## src/rtl/uart_rx_frame_pkg.sv

```systemverilog
// Shared definitions for the 8N1 UART receiver: FSM states, oversampling
// constants, the three-sample majority vote and the prescaler divisor.
package uart_rx_frame_pkg;

  typedef enum logic [2:0] {
    ST_IDLE,
    ST_START,
    ST_DATA,
    ST_STOP,
    ST_BREAK
  } rx_state_t;

  localparam int         OVERSAMPLE   = 16;
  localparam logic [3:0] SAMPLE_FIRST = 4'd7;
  localparam logic [3:0] SAMPLE_MID   = 4'd8;
  localparam logic [3:0] SAMPLE_LAST  = 4'd9;
  localparam logic [3:0] TICK_LAST    = 4'(OVERSAMPLE - 1);

  // Bit value decided by two of three samples taken around mid-bit.
  function automatic logic majority3(input logic a, input logic b, input logic c);
    return (a & b) | (a & c) | (b & c);
  endfunction

  // Core clocks per 1/16 bit.
  function automatic int calc_div(input int clk_hz, input int baud);
    return clk_hz / (baud * OVERSAMPLE);
  endfunction

endpackage

```

## src/rtl/uart_rx_tick.sv

```systemverilog
// Oversampling prescaler: pulses tick once every DIV clocks while run is high.
// Held at zero while run is low, so the first tick after run rises lands
// exactly DIV clocks later and the sampling phase follows the start edge.
module uart_rx_tick #(
  parameter int DIV = 27
) (
  input  logic clk,
  input  logic rst_n,
  input  logic run,
  output logic tick
);

  localparam int            CW       = (DIV > 1) ? $clog2(DIV) : 1;
  localparam logic [CW-1:0] CNT_LAST = CW'(DIV - 1);

  logic [CW-1:0] cnt;

  assign tick = run && (cnt == CNT_LAST);

  // Divider counter: cleared while stopped, wraps after each tick.
  // NOTE: clocked state uses non-blocking assignments so every flop samples
  // pre-edge values regardless of statement order.
  always_ff @(posedge clk or negedge rst_n) begin
    if (!rst_n) begin
      cnt <= '0;
    end else if (!run || tick) begin
      cnt <= '0;
    end else begin
      cnt <= cnt + CW'(1);
    end
  end

endmodule

```

## src/rtl/uart_rx_frame.sv

```systemverilog
// 8N1 UART receiver with 16x oversampling, start-bit validation, majority
// sampling, framing/overrun/break flags and a ready/ack byte handshake.
module uart_rx_frame
  import uart_rx_frame_pkg::*;
#(
  parameter int CLK_HZ = 50_000_000,
  parameter int BAUD   = 115_200,
  parameter int DIV    = calc_div(CLK_HZ, BAUD)
) (
  input  logic       clk,
  input  logic       rst_n,
  input  logic       rxd,
  output logic [7:0] rx_data,
  output logic       rx_ready,
  input  logic       rx_ack,
  output logic       rx_ferr,
  output logic       rx_ovr,
  output logic       rx_break
);

  rx_state_t  state, next_state;
  logic       rxd_meta, rxd_s;
  logic       tick_run, tick;
  logic [3:0] tick_cnt;
  logic [2:0] bit_cnt;
  logic [1:0] samples;
  logic [7:0] shift_reg;
  logic       bit_val;
  logic       sample_end, bit_end;
  logic       shift_en, bit_adv, deliver;

  // Two-flop synchronizer; resets to the idle line level so reset never looks like a start bit.
  always_ff @(posedge clk or negedge rst_n) begin
    if (!rst_n) begin
      rxd_meta <= 1'b1;
      rxd_s    <= 1'b1;
    end else begin
      rxd_meta <= rxd;
      rxd_s    <= rxd_meta;
    end
  end

  assign tick_run = (state != ST_IDLE);

  uart_rx_tick #(.DIV(DIV)) u_tick (
    .clk  (clk),
    .rst_n(rst_n),
    .run  (tick_run),
    .tick (tick)
  );

  assign sample_end = tick && (tick_cnt == SAMPLE_LAST);
  assign bit_end    = tick && (tick_cnt == TICK_LAST);
  // Third vote is the live sample taken on the deciding tick itself.
  assign bit_val    = majority3(samples[0], samples[1], rxd_s);

  // State register.
  always_ff @(posedge clk or negedge rst_n) begin
    if (!rst_n) state <= ST_IDLE;
    else        state <= next_state;
  end

  // Next-state logic: frame sequencing, glitch rejection and break detection.
  always_comb begin
    // NOTE: default assignment first so no path through the case infers a latch.
    next_state = state;
    case (state)
      ST_IDLE:  if (!rxd_s) next_state = ST_START;
      ST_START: begin
        if (sample_end && bit_val) next_state = ST_IDLE;
        else if (bit_end)          next_state = ST_DATA;
      end
      ST_DATA:  if (bit_end && (bit_cnt == 3'd7)) next_state = ST_STOP;
      ST_STOP:  begin
        // Low stop bit with an all-zero byte means the line is held low: break.
        if (sample_end) next_state = (!bit_val && (shift_reg == 8'h00)) ? ST_BREAK : ST_IDLE;
      end
      ST_BREAK: if (rxd_s) next_state = ST_IDLE;
      default:  next_state = ST_IDLE;
    endcase
  end

  // Output/control decode from the current state.
  always_comb begin
    shift_en = 1'b0;
    bit_adv  = 1'b0;
    deliver  = 1'b0;
    rx_break = 1'b0;
    case (state)
      ST_DATA: begin
        shift_en = sample_end;
        bit_adv  = bit_end;
      end
      ST_STOP:  deliver  = sample_end;
      ST_BREAK: rx_break = 1'b1;
      default: ;
    endcase
  end

  // Tick-within-bit and bit counters plus the first two majority samples.
  always_ff @(posedge clk or negedge rst_n) begin
    if (!rst_n) begin
      tick_cnt <= '0;
      bit_cnt  <= '0;
      samples  <= '0;
    end else if (state == ST_IDLE) begin
      tick_cnt <= '0;
      bit_cnt  <= '0;
    end else if (tick) begin
      tick_cnt <= tick_cnt + 4'd1;
      if (tick_cnt == SAMPLE_FIRST) samples[0] <= rxd_s;
      if (tick_cnt == SAMPLE_MID)   samples[1] <= rxd_s;
      if (bit_adv)                  bit_cnt    <= bit_cnt + 3'd1;
    end
  end

  // Receive shift register, LSB arrives first so shift right.
  always_ff @(posedge clk or negedge rst_n) begin
    if (!rst_n)        shift_reg <= '0;
    else if (shift_en) shift_reg <= {bit_val, shift_reg[7:1]};
  end

  // Output byte and handshake flags; a delivery outranks a same-cycle ack.
  always_ff @(posedge clk or negedge rst_n) begin
    if (!rst_n) begin
      rx_data  <= '0;
      rx_ready <= 1'b0;
      rx_ferr  <= 1'b0;
      rx_ovr   <= 1'b0;
    end else if (deliver) begin
      rx_data  <= shift_reg;
      rx_ferr  <= ~bit_val;
      rx_ready <= 1'b1;
      rx_ovr   <= rx_ready & ~rx_ack;
    end else if (rx_ack) begin
      rx_ready <= 1'b0;
      rx_ovr   <= 1'b0;
    end
  end

endmodule
```

## config.mk

```make
export PLATFORM = sky130hd
export DESIGN_NAME = uart_rx_frame
export DESIGN_NICKNAME = d
export VERILOG_FILES = /design/src/rtl/uart_rx_frame_pkg.sv /design/src/rtl/uart_rx_tick.sv /design/src/rtl/uart_rx_frame.sv
export SDC_FILE = /design/constraint.sdc
export NUM_CORES = 1
export LEC_CHECK = 0
export CAP_MARGIN = 20
export CORE_MARGIN = 2
export CORE_UTILIZATION = 40
export CTS_BUF_LIST = sky130_fd_sc_hd__clkbuf_8
export CTS_CLUSTER_DIAMETER = 100
export DETAILED_ROUTE_END_ITERATION = 10
export PLACE_DENSITY = 0.65
export SKIP_LAST_GASP = 1
export SLEW_MARGIN = 20
export SYNTH_ARGS = -nofsm -noshare
export SYNTH_HDL_FRONTEND = slang
export SYNTH_SLANG_ARGS = --single-unit
```

## constraint.sdc

```tcl
create_clock -name clk -period 1.75 [get_ports clk]
set_input_delay 0.35 -clock clk [delete_from_list [all_inputs] [get_ports clk]]
set_output_delay 0.35 -clock clk [all_outputs]
set_load 0.05 [all_outputs]
```

==> flow_summary.json <==
{
  "peakVddDrop_mv": 0.686,
  "grt_setup_unrepaired": "true",
  "antenna_found_initial": 0,
  "p_per_area_mw_per_mm2": 837,
  "tns_ns": 0,
  "synth-seq-area-share_pct": 55.4,
  "dr.first_iter.drc_count": 59,
  "die_width_um": 69.6,
  "clk_latency_ns": 0.29,
  "period_needed_ns": 1.68,
  "dr.pass1.iters": 4,
  "synth_top_family_by_area": "simple AND/OR/NAND/NOR gates",
  "p_clk_share_pct": 49.3,
  "globalRouteTotalUtil_pct": 13.6,
  "yosysWarnings": 0,
  "crit_family": "simple AND/OR/NAND/NOR gates",
  "synth-adder-area-share_pct": 5.67,
  "synthMuxAreaShare_pct": 13.5,
  "antenna_cells": 0,
  "gp_congestion": 0.823,
  "avgSynthCellArea_um2": 12.3,
  "setup_ws_ns": 0.0727,
  "finalHoldViolCount": 0,
  "worstPathArrival_ns": 1.85,
  "synthesis.nets": 151,
  "tightest_slew_ns": 0.465,
  "min_period_over_period_pct": 95.8,
  "coreArea_mm2": 0.00406,
  "instances_no_fill": 219,
  "ys.flop_type": "dfrtp_1",
  "wirelength_mm": 2.91,
  "slew_headroom_pct": 69.0,
  "path_clk_slew_ns": 0.07,
  "fin_nets": 179,
  "pin_count": 16,
  "wire_per_inst_um": 13.3,
  "drv_cap": 0,
  "syn_inst": 140,
  "rows": 23,
  "cpMaxStageDelayCell": "dfrtp_1",
  "async_flop_share_pct": 100,
  "via_per_inst": 5.16,
  "timing.fmax_mhz": 596,
  "num_vias": 1129,
  "netlist_area_mm2": 0.00172,
  "leakagePower_nw": 1.10,
  "grt_pass1_wl_mm": 5.19,
  "yosysTopAreaCell": "dfrtp_1",
  "start_kind": "register",
  "cts-buffers-inserted": 5,
  "crit_buf_inv": 2,
  "io_buffer_count": 15,
  "worstHoldPathType": "primary input to asynchronous set/reset pin",
  "synth-simple-area-share_pct": 15.2,
  "grt_pass1_vias": 1100,
  "p_int_mw": 1.46,
  "ys_top_cells_by_area": "dfrtp_1, mux2_2, ha_1",
  "power.share.sequential_pct": 49.3,
  "cp_cell_sequence": "inv_1, ha_2, nand4b_4, nor3_4, buf_6, mux2_2",
  "setup_viol": 0,
  "dieHeight_um": 69.6,
  "crit_path_max_incr_delay_ns": 0.39,
  "p_comb_share_pct": 1.4,
  "cts_sinks": 38,
  "dieArea_mm2": 0.00484,
  "cts-htree-levels": 2,
  "dpl.cell_count": 207,
  "synth-edff-count": 0,
  "utilization_pct": 52.8,
  "dp_worst_setup_slack_ns": 0.0222,
  "outcome": "completed",
  "netlist.area_leader.share_pct": 52.3,
  "grt-ovfl-total": 0,
  "ys_seq_elements": 38,
  "ant_nets": 0,
  "cp-end-kind": "register",
  "synthMostInstantiatedCell": "dfrtp_1",
  "p_sw_mw": 0.332,
  "drc": 0,
  "clock_path_buffers": 2,
  "clock-root-buffer": "clkbuf_8",
  "area_growth_pct": 24.4,
  "ys_types": 36,
  "grt_max_degree": 39,
  "required_ns": 1.93,
  "path_max_fanout": 6,
  "synth_xor_area_share_pct": 3.56,
  "path_class": "register to register",
  "ctsHoldBuffers": 0,
  "cts_tree": "built",
  "initial_core_util_pct": 42.4,
  "synth_commonest_cells": "dfrtp_1, mux2_2, nor2_1",
  "p_sw_share_pct": 18.5,
  "dp_hpwl_mm": 2.04,
  "drive_gt1_share_pct": 34.3,
  "drv_slew": 0,
  "finClkSkew_ns": 0.00630,
  "synth-compound-area-share_pct": 4.29
}
[through the flow]
stage | cell area, µm² | hold WS (ns) | total power, mW
after floorplan | 1730 | 0.0544 | 0.902
after global placement | 1940 | 0.346 | 0.926
after detailed placement | 1940 | 0.349 | 0.928
after CTS | 2080 | 0.104 | 1.82
after global routing | 2140 | 0.127 | 1.86
final | 2140 | 0.0862 | 1.79
[cells by family after synthesis]
logic type                 count (synthesis)
and+or+nand+nor                           45
DFF                                       38
muxes                                     21
AOI/OAI and AO/OA                         12
buffers and inverters                      9
adders and majority gates                  8
xor gates and xnor gates                   7
[placed cells by master, fill, tap and decap left out, drive strengths merged, types with 2 or more instances in the layout]
master         instances
nand2                  6
nor3                   3
xnor2                  2
nand4                  3
mux2i                  3
a21oi                  5
nand2b                 2
or4                    3
nand3b                 4
clkbuf                 5
xor2                   5
dfrtp                 36
dfstp                  2
nand3                  2
nor2                  14
inv                    5
mux2                  18
bufinv                 2
o21ai                  2
o32ai                  2
ha                     7
clkdlybuf4s50          2
buf                   23
[what timing repair did]
item	CTS	global route
setup buffers	0	3
resized for setup	0	9
hold endpoints to repair	0	0
setup endpoints to repair	0	20
[worst reg2reg max path, cell delays in order (launching register included)]
cell      delay (ns)
dfrtp_1         0.39
inv_1           0.07
ha_2            0.20
nand4b_4        0.15
nor3_4          0.27
buf_6           0.16
mux2_2          0.33
[layer usage]
layer	GRT usage, %	share of wire, %	vias to the layer above	wire [µm]
met5	0	0	-	0
met3	4.65	4.2	7	123
met1	17.9	49	549	1430
met2	20.4	44	19	1290
li1	-	-	554	-
met4	5.88	2.1	0	61
[cell type report]
class	count	area, µm²
fillers	356	1920
flip-flops and latches	38	953
multi-input cells	93	759
repair buffers	25	210
clock buffers	5	68.8
clock inverters	3	68.8
well taps	50	62.6
inverters	5	18.8
[power groups by stage]
stage / Combinational, mW / Sequential, mW / Clock, mW
6_report: 0.0247 / 0.884 / 0.883
5_1_grt: 0.0298 / 0.884 / 0.948
4_1_cts: 0.0265 / 0.884 / 0.909
3_5_place_dp: 0.0267 / 0.901 / 0
3_3_place_gp: 0.0256 / 0.901 / 0
2_1_floorplan: 0.00178 / 0.900 / 0
[final timing paths]
| path | cells past startpoint | to | slack (ns) | start |
|---|---|---|---|---|
| setup / recovery | 6 | rx_data[5] | 0.07 | u_tick.cnt[0] |
| hold / removal | 2 | tick_cnt[3] | 0.09 | rst_n |
| setup reg to reg | 6 | rx_data[5] | 0.07 | u_tick.cnt[0] |
| hold reg to reg | 0 | rxd_s | 0.36 | rxd_meta |
| max in group asynchronous | 2 | rxd_s | 1.31 | rst_n |
| min in group clk | 0 | rxd_s | 0.36 | rxd_meta |
Note: power is estimated with default switching activity, not from simulation.
